`src/rtl/adc_conv_scheduler_if.sv`:
```
// Bundle between the conversion scheduler, its requesters and the shared MCP3201 core.
// The scheduler side uses the master modport; the requester/ADC side uses slave.
interface adc_conv_scheduler_if #(
    parameter int NREQ = 4
);
    // Handshake: REQ[i] is a level held until VALID[i] or ERR. GNT is one-hot
    // for the whole conversion. LATCH_ADC is a one-cycle start pulse.
    // Completion is the rising edge of CS_ADC, with VALUE_ADC stable by then.
    // VALID/ERR are one-cycle strobes, and VALUE holds the last delivered result.
    logic [NREQ-1:0] REQ;
    logic [NREQ-1:0] GNT;
    logic            LATCH_ADC;
    logic            CS_ADC;
    logic [11:0]     VALUE_ADC;
    logic [11:0]     VALUE;
    logic [NREQ-1:0] VALID;
    logic            ERR;
    logic            BUSY;

    modport master (
        input  REQ, CS_ADC, VALUE_ADC,
        output GNT, LATCH_ADC, VALUE, VALID, ERR, BUSY
    );

    modport slave (
        output REQ, CS_ADC, VALUE_ADC,
        input  GNT, LATCH_ADC, VALUE, VALID, ERR, BUSY
    );
endinterface

```
`src/rtl/adc_conv_scheduler.sv`:
```
// Round-robin arbiter sharing one MCP3201 core between NREQ requesters.
// A conversion completes on the rising edge of CS_ADC and aborts after TIMEOUT cycles.
module adc_conv_scheduler #(
    parameter int NREQ    = 4,
    parameter int TIMEOUT = 1023,
    parameter int MIN_GAP = 8
) (
    input  logic                 CLK,
    input  logic                 RST_N,
    adc_conv_scheduler_if.master bus,
    output logic [2:0]           dbg_state
);
    localparam int PW = (NREQ > 1) ? $clog2(NREQ) : 1;
    localparam int TW = $clog2(TIMEOUT + 1);
    localparam int GW = $clog2(MIN_GAP + 1);

    localparam logic [2:0] S_IDLE      = 3'd0;
    localparam logic [2:0] S_START     = 3'd1;
    localparam logic [2:0] S_WAIT_LOW  = 3'd2;
    localparam logic [2:0] S_WAIT_HIGH = 3'd3;
    localparam logic [2:0] S_DELIVER   = 3'd4;
    localparam logic [2:0] S_GAP       = 3'd5;

    logic [2:0]      state;
    logic [PW-1:0]   ptr;
    logic [TW-1:0]   timer;
    logic [GW-1:0]   gap_cnt;
    logic            cs_q;
    logic [NREQ-1:0] gnt_q;
    logic [NREQ-1:0] valid_q;
    logic            latch_q;
    logic            err_q;
    logic            busy_q;
    logic [11:0]     value_q;

    logic            win_found;
    logic [PW-1:0]   win_idx;
    logic [NREQ-1:0] win_onehot;
    logic [PW-1:0]   cand_idx;
    int              cand;
    logic [TW-1:0]   timer_nxt;
    logic            timed_out;
    logic            cs_rise;

    // First requesting index at or after ptr, wrapping modulo NREQ.
    always_comb begin
        win_found  = 1'b0;
        win_idx    = '0;
        win_onehot = '0;
        cand       = 0;
        cand_idx   = '0;
        for (int k = 0; k < NREQ; k++) begin
            cand     = (int'(ptr) + k) % NREQ;
            cand_idx = PW'(cand);
            if (!win_found && bus.REQ[cand_idx]) begin
                win_found = 1'b1;
                win_idx   = cand_idx;
            end
        end
        win_onehot[win_idx] = win_found;
    end

    always_comb begin
        timed_out = (timer == TW'(TIMEOUT));
        timer_nxt = timed_out ? timer : timer + 1'b1;
        cs_rise   = bus.CS_ADC & ~cs_q;
    end

    always_ff @(posedge CLK) begin
        if (!RST_N) begin
            state   <= S_IDLE;
            ptr     <= '0;
            timer   <= '0;
            gap_cnt <= '0;
            cs_q    <= 1'b1;
            gnt_q   <= '0;
            valid_q <= '0;
            latch_q <= 1'b0;
            err_q   <= 1'b0;
            busy_q  <= 1'b0;
            value_q <= '0;
        end else begin
            cs_q    <= bus.CS_ADC;
            latch_q <= 1'b0;
            valid_q <= '0;
            err_q   <= 1'b0;
            case (state)
                S_IDLE: begin
                    if (win_found) begin
                        gnt_q   <= win_onehot;
                        latch_q <= 1'b1;
                        busy_q  <= 1'b1;
                        ptr     <= (int'(win_idx) == NREQ - 1) ? '0 : win_idx + 1'b1;
                        state   <= S_START;
                    end
                end
                S_START: begin
                    // The first WAIT_LOW cycle already counts as cycle 1.
                    timer <= TW'(1);
                    state <= S_WAIT_LOW;
                end
                S_WAIT_LOW: begin
                    timer <= timer_nxt;
                    if (timed_out) begin
                        err_q   <= 1'b1;
                        gnt_q   <= '0;
                        gap_cnt <= GW'(MIN_GAP);
                        state   <= S_GAP;
                    end else if (!bus.CS_ADC) begin
                        state <= S_WAIT_HIGH;
                    end
                end
                S_WAIT_HIGH: begin
                    timer <= timer_nxt;
                    // A completion edge wins over a timeout landing in the same cycle.
                    if (cs_rise) begin
                        value_q <= bus.VALUE_ADC;
                        valid_q <= gnt_q;
                        gnt_q   <= '0;
                        state   <= S_DELIVER;
                    end else if (timed_out) begin
                        err_q   <= 1'b1;
                        gnt_q   <= '0;
                        gap_cnt <= GW'(MIN_GAP);
                        state   <= S_GAP;
                    end
                end
                S_DELIVER: begin
                    gap_cnt <= GW'(MIN_GAP);
                    state   <= S_GAP;
                end
                S_GAP: begin
                    if (gap_cnt <= GW'(1)) begin
                        gap_cnt <= '0;
                        busy_q  <= 1'b0;
                        state   <= S_IDLE;
                    end else begin
                        gap_cnt <= gap_cnt - 1'b1;
                    end
                end
                default: begin
                    gnt_q  <= '0;
                    busy_q <= 1'b0;
                    state  <= S_IDLE;
                end
            endcase
        end
    end

    assign bus.GNT       = gnt_q;
    assign bus.LATCH_ADC = latch_q;
    assign bus.VALUE     = value_q;
    assign bus.VALID     = valid_q;
    assign bus.ERR       = err_q;
    assign bus.BUSY      = busy_q;
    assign dbg_state     = state;
endmodule

```
`src/flat_wrapper.sv`:
```
// flat-port wrapper written by rule: the top's interface ports become plain ports
module adc_conv_scheduler_flat 
#(
    parameter int NREQ    = 4,
    parameter int TIMEOUT = 1023,
    parameter int MIN_GAP = 8
)
  (CLK, RST_N, dbg_state, bus_REQ, bus_CS_ADC, bus_VALUE_ADC, bus_GNT, bus_LATCH_ADC, bus_VALUE, bus_VALID, bus_ERR, bus_BUSY);
  adc_conv_scheduler_if #(.NREQ(NREQ)) bus_i ();
  input  logic CLK;
  input  logic RST_N;
  output logic [2:0] dbg_state;
  input wire logic [$bits(bus_i.REQ)-1:0] bus_REQ;
  input wire logic [$bits(bus_i.CS_ADC)-1:0] bus_CS_ADC;
  input wire logic [$bits(bus_i.VALUE_ADC)-1:0] bus_VALUE_ADC;
  output wire logic [$bits(bus_i.GNT)-1:0] bus_GNT;
  output wire logic [$bits(bus_i.LATCH_ADC)-1:0] bus_LATCH_ADC;
  output wire logic [$bits(bus_i.VALUE)-1:0] bus_VALUE;
  output wire logic [$bits(bus_i.VALID)-1:0] bus_VALID;
  output wire logic [$bits(bus_i.ERR)-1:0] bus_ERR;
  output wire logic [$bits(bus_i.BUSY)-1:0] bus_BUSY;
  assign bus_i.REQ = bus_REQ;
  assign bus_i.CS_ADC = bus_CS_ADC;
  assign bus_i.VALUE_ADC = bus_VALUE_ADC;
  assign bus_GNT = bus_i.GNT;
  assign bus_LATCH_ADC = bus_i.LATCH_ADC;
  assign bus_VALUE = bus_i.VALUE;
  assign bus_VALID = bus_i.VALID;
  assign bus_ERR = bus_i.ERR;
  assign bus_BUSY = bus_i.BUSY;
  adc_conv_scheduler #(.NREQ(NREQ), .TIMEOUT(TIMEOUT), .MIN_GAP(MIN_GAP)) u_core (.CLK(CLK), .RST_N(RST_N), .bus(bus_i), .dbg_state(dbg_state));
endmodule
```
`config.mk`:
```
export PLATFORM = sky130hd
export DESIGN_NAME = adc_conv_scheduler_flat
export DESIGN_NICKNAME = d
export VERILOG_FILES = /design/src/rtl/adc_conv_scheduler_if.sv /design/src/rtl/adc_conv_scheduler.sv /design/src/flat_wrapper.sv
export SDC_FILE = /design/constraint.sdc
export NUM_CORES = 1
export LEC_CHECK = 0
export CAP_MARGIN = 20
export CORE_ASPECT_RATIO = 1.2
export CORE_MARGIN = 8
export CORE_UTILIZATION = 45
export DETAILED_ROUTE_END_ITERATION = 10
export PLACE_DENSITY = 0.76
export SLEW_MARGIN = 20
export SYNTH_ARGS = -nofsm -noshare
export SYNTH_HDL_FRONTEND = slang
export SYNTH_SLANG_ARGS = --single-unit
export TNS_END_PERCENT = 20
```
`constraint.sdc`:
```
create_clock -name CLK -period 1.5 [get_ports CLK]
set_input_delay 0.45 -clock CLK [delete_from_list [all_inputs] [get_ports CLK]]
set_output_delay 0.45 -clock CLK [all_outputs]
set_load 0.01 [all_outputs]
```
Yosys cells after proc, flatten, opt, wreduce, memory -nomap -nowiden
Index checks and enable logic that the tools add are counted.

Bits in registers: 43. Input bits: 19. Output and inout bits: 26. Logic and storage cells: 107.

$add $sub $neg: 6. Order comparisons: 7. Equality and inequality tests: 13. Mux-type cells: 43. Bitwise logic cells: 5. Reduce and logical (&&, ||, !) cells: 22.

Operators by type and width (count): 4-bit case mux with 4 select lines (2); 4-bit 2-to-1 mux (6); 10-bit case mux with 2 select lines (1); 3-bit 2-to-1 mux (6); 3-bit case mux with 6 select lines (1); 2-bit by 3-bit < comparator with 1-bit output (second input constant) (5); 1-bit 2-to-1 mux (14); 2-bit AND reduction (6); 10-bit by 1-bit adder with 10-bit output (second input constant) (1); 10-bit equality test (second input constant) (1); 10-bit 2-to-1 mux (1); 2-bit 2-to-1 mux (5); 1-bit binary-select mux with 2-bit select (4); 3-bit by 2-bit equality test with 1-bit output (second input constant) (2); 3-bit equality test (second input constant) (2); 3-bit AND reduction (2); 2-bit by 1-bit adder with 2-bit output (second input constant) (2); 2-bit adder (second input constant) (2); 4-bit bitwise AND (1); 4-bit by 1-bit less-or-equal comparator with 1-bit output (second input constant) (1); 1-bit logical AND (4); 2-bit by 1-bit inequality test with 1-bit output (second input constant) (2); 2-bit inequality test (second input constant) (2); 4-bit AND reduction (1); other kinds (18) (22).

Depth between registers and ports, before layout
Depth after elaboration: 19. Gate-level depth with buffers: 7. Mapped depth without buffers: 7.

Worst setup path before layout
No wires, ideal clock.

Path kind: input to register. From: input bus_REQ[3]. To: register u_core.gnt_q[0] (netlist: u_core.bus.GNT[0]). Setup time: 117 ps. Data arrival time: 1420 ps. Slack: -36 ps. Stages on the path: 5. Path buffers: 0. Cells stage by stage: a2bb2oi_1 -> o221ai_1 -> or2_2 -> ha_1 -> a22o_1.

Longest elaborated chain between the ends: 19. Elaborated cells on any way between the ends: 32. Classes of those cells: order compare (2); eq/ne (1); mux (20); bitwise (1); reduce/logical (8).

RTL lines: from (decl) (RTL line flat_wrapper.sv:13) `input wire logic [$bits(bus_i.REQ)-1:0] bus_REQ;`; 1-bit binary-select mux with 2-bit select (RTL line adc_conv_scheduler.sv:55) `if (!win_found && bus.REQ[cand_idx]) begin`; 1-bit 2-to-1 mux (not written as such) (RTL line adc_conv_scheduler.sv:55); 1-bit 2-to-1 mux (RTL line adc_conv_scheduler.sv:55); 1-bit logical NOT (RTL line adc_conv_scheduler.sv:55); 1-bit logical AND (RTL line adc_conv_scheduler.sv:55); 1-bit 2-to-1 mux (RTL line adc_conv_scheduler.sv:55); 1-bit logical NOT (RTL line adc_conv_scheduler.sv:55); 1-bit logical AND (RTL line adc_conv_scheduler.sv:55); [... 3 more ...]; 2-bit 2-to-1 mux (RTL line adc_conv_scheduler.sv:55); 2-bit by 3-bit < comparator with 1-bit output (not written as such) or 2-bit by 1-bit greater-or-equal comparator with 1-bit output (tied branches) (RTL line adc_conv_scheduler.sv:60) `win_onehot[win_idx] = win_found;`; 1-bit logical AND (not written as such) (RTL line adc_conv_scheduler.sv:60); 1-bit 2-to-1 mux (not written as such) (RTL line adc_conv_scheduler.sv:60); 1-bit demux with 2-bit select; 4-bit bitwise AND (no source line); 4-bit 2-to-1 mux (RTL line adc_conv_scheduler.sv:89) `if (win_found) begin`; 4-bit case mux with 4 select lines (RTL line adc_conv_scheduler.sv:87) `case (state)`; to (signal assigned) (RTL line adc_conv_scheduler.sv:90) `gnt_q <= win_onehot;`; to (decl) (RTL line adc_conv_scheduler.sv:29) `logic [NREQ-1:0] gnt_q;`.

Parallel ways exist; a longest one is shown, timed or not. The select of a mux whose other input is x is not followed. A chain may end at the register's enable or synchronous reset.

Worst setup path after layout
From: register u_core.ptr[1]. To: register u_core.gnt_q[2] (netlist: u_core.bus.GNT[2]).

Longest elaborated chain between the ends: 19. Elaborated cells on any way between the ends: 35. Classes of those cells: add/sub (3); order compare (2); eq/ne (1); mux (20); bitwise (1); reduce/logical (8).

RTL lines: from (decl) (RTL line adc_conv_scheduler.sv:25) `logic [PW-1:0] ptr;`; from (signal assigned) (RTL line adc_conv_scheduler.sv:93) `ptr <= (int'(win_idx) == NREQ - 1) ? '0 : win_idx + 1'b1;`; branches (longest 19 deep; another with 2-bit by 3-bit < comparator with 1-bit output).

Parallel ways; which one is timed is not known. The select of a mux whose other input is x is not followed.

==> impl_metrics.ini <==
[pwr]
ir_worst_vdd_v = 0.000617
p_leak_nw = 1.41
powerDensity_nw_per_um2 = 1020

[detailed_routing]
drtIter0Drc = 88
first_pass_iters = 6
vias = 2027
viasPerCell = 5.33
routed_wl_um = 5470
wire_per_inst_um = 14.4
ant_nets = 0
route.detailed.drc = 0

[grt]
grt_max_degree = 26
grt_first_pass_wirelength_um = 8830
antenna_found_initial = 0
first_global_vias = 1978
gr-total-overflow = 0
grt.total_usage_pct = 15.7

[timing]
slew_headroom_pct = 77.6
min_period_ns = 1.52
setup_viol = 1
holdWs_ns = 0.453
hold_viol = 0
post-route-period-util_pct = 101
rsz0062_at_grt = true
tightestPinTransition_ns = 0.333
layout_setup_ws_ns = -0.0168
fmax_ghz = 0.659
skew_ns = 0.00549
slew_viol_final = 0

[placement]
hpwl_um = 3860
port_buffers = 44
gp_congestion = 0.857

[setup_path]
crit_type = reg -> reg
critical-path-slowest-cell = dfxtp_4
cp-start-kind = flop
worst_setup_path_end_kind = flop
crit_chain = mux2i_2 > o221ai_2 > or2_4 > ha_1 > a22o_1
critPathMaxStageDelay_ns = 0.37
crit_fanout = 4
arrival_ns = 1.70
cp.required_ns = 1.68

[floorplan]
die_w_um = 77.1
fp.dieArea_sq_um = 6890
num_rows = 26
die_h_um = 89.3
coreArea_sq_um = 4290
pin_count = 45
start_util_pct = 47.0

[final_layout]
seqCellArea_sq_um = 880
antennaDiodeCount = 0
fin_util_pct = 73.4
synthToLayoutAreaGrowth_pct = 56.3
nFillCells = 335
nNetsFinal = 349
multi_input_area_sq_um = 1200
final_layout_size_suffix_gt1_share_pct = 33.3

[clock_tree]
htreeDepth = 2
clock_path_buffers = 2
worst_skew_pair.late_latency_ns = 0.29
cts.sinks = 43
ctsRootBufferMaster = clkbuf_8
cts-buffers-inserted = 5
clkTransAtPathRegs_ns = 0.08
cts_tree = built

[logic_synthesis]
yosysWarnings = 0
ys.flop_type = dfxtp_1
ys_seq_area_share_pct = 42.7
synth.avg_cell_area_sq_um = 8.92
syn_area_sq_um = 2020
synth_nets = 252
ys_seq_elements = 43
synth.distinct_cells = 56
async_flop_share_pct = 0
synth_cells = 226
synth_edf_count = 0

[outcome]
violations = setup timing
status = complete, but fails checks

[flow_run]
cap_violations = 0

[hold_path]
hp-class = reg -> reg
per-stage QoR:
step / power (W) / area (sq um) / setup slack [ns] / instances / setup TNS [ns]
after detailed placement: 0.00217 / 2870 / -0.627 / 365 / -11.90
after CTS: 0.00314 / 3040 / 0.00267 / 376 / 0
after floorplan: 0.00172 / 2020 / -0.0202 / 226 / -0.0587
after global placement: 0.00215 / 2870 / -0.577 / 365 / -11.20
after global routing: 0.00339 / 3150 / -0.0854 / 380 / -0.371
final: 0.00322 / 3150 / -0.0168 / 380 / -0.0168
registers in the layout (all words and copies together) (netlist names):
name                  count
u_core.bus.BUSY           1
u_core.bus.ERR            1
u_core.bus.GNT            4
u_core.bus.LATCH_ADC      1
u_core.bus.VALID          4
u_core.bus.VALUE         12
u_core.cs_q               1
u_core.dbg_state          3
u_core.gap_cnt            4
u_core.ptr                2
u_core.timer             10
final cells by class:
class,instances,share of cell area (%)
Clock buffer,6,2.62
Tap cell,56,2.22
Sequential cell,43,27.9
Inverter,9,1.31
Multi-Input combinational cell,164,38.2
Clock inverter,2,1.11
Timing Repair Buffer,100,26.6
synthesized netlist by cell type (4+ instances only):
| cell | n | area (sq um) |
|---|---|---|
| a31oi_1 | 4 | 25.0 |
| dfxtp_1 | 43 | 861 |
| ha_1 | 7 | 87.6 |
| nand3_1 | 8 | 40.0 |
| o21ai_0 | 6 | 30.0 |
| nor2_1 | 7 | 26.3 |
| nand2_1 | 31 | 116 |
| a21boi_1 | 6 | 45.0 |
| nor2b_1 | 7 | 43.8 |
| inv_1 | 9 | 33.8 |
| and3_1 | 9 | 56.3 |
| buf_2 | 4 | 20.0 |
| clkbuf_1 | 6 | 22.5 |
| a21boi_0 | 7 | 52.6 |
| a22o_1 | 4 | 35.0 |
| a21oi_1 | 9 | 45.0 |
| nor3_1 | 4 | 20.0 |
worst max-delay path, delay by kind of cell, from the launching register on:
kind | cells | cell delay, ns
AO/OA/AOI/OAI | 2 | 0.35
adder cells (fa/ha/maj) | 1 | 0.18
flip-flops | 1 | 0.37
multiplexers | 1 | 0.25
AND/OR/NAND/NOR | 1 | 0.27
power by group:
part	internal, W	switching (W)
combinational	0.000547	0.000429
clock	0.000539	0.000381
sequential	0.00123	0.0000903
routing by layer:
metal	track usage [%]	wire, um
met5	0	0
met4	7.39	96
met3	4.83	290
met2	29.7	2750
met1	15.5	2340
cell families (layout without fill, tap and decap cells):
| family | count (synthesis) | after routing | synth area share [%] |
|---|---|---|---|
| AO/OA/AOI/OAI | 63 | 63 | 23.5 |
| XOR/XNOR | 2 | 2 | 0.869 |
| adder cells (fa/ha/maj) | 7 | 7 | 4.34 |
| buffers and inverters | 19 | 117 | 3.78 |
| flip-flops | 43 | 43 | 42.7 |
| multiplexers | 4 | 4 | 2.05 |
| AND/OR/NAND/NOR | 88 | 88 | 22.8 |
worst paths after layout:
kind                       start                  end  slack (ns)  depth (start not counted)
max                u_core.ptr[1]    u_core.bus.GNT[2]       -0.02                          5
min          u_core.bus.VALUE[5]  u_core.bus.VALUE[5]        0.45                          2
max reg2reg        u_core.ptr[1]    u_core.bus.GNT[2]       -0.02                          5
min reg2reg  u_core.bus.VALUE[5]  u_core.bus.VALUE[5]        0.45                          2
timing repair:
action	in CTS	in global routing
buffers inserted	3	4
hold buffers	0	0
pin swaps	3	14
endpoints found under the setup margin	42	33
endpoints found under the hold margin	0	0
gates resized for setup	53	37
placed cells by master (no fill, tap or decap), types with 4 or more instances in the layout:
cell type,Yosys,routed
a21boi_0,7,4
a21boi_1,6,9
a21oi_1,9,8
a22o_1,4,4
a31oi_1,4,4
and3_1,9,8
buf_4,0,53
clkbuf_8,0,6
clkdlybuf4s50_1,0,12
dfxtp_1,43,34
dfxtp_2,0,6
dlygate4sd2_1,0,26
ha_4,0,4
inv_1,9,6
nand2_1,31,31
nand3_1,8,6
nor2_1,7,5
nor2b_1,7,5
nor3_1,4,4
o21ai_0,6,6
Note: power is estimated with default switching activity, not from simulation.
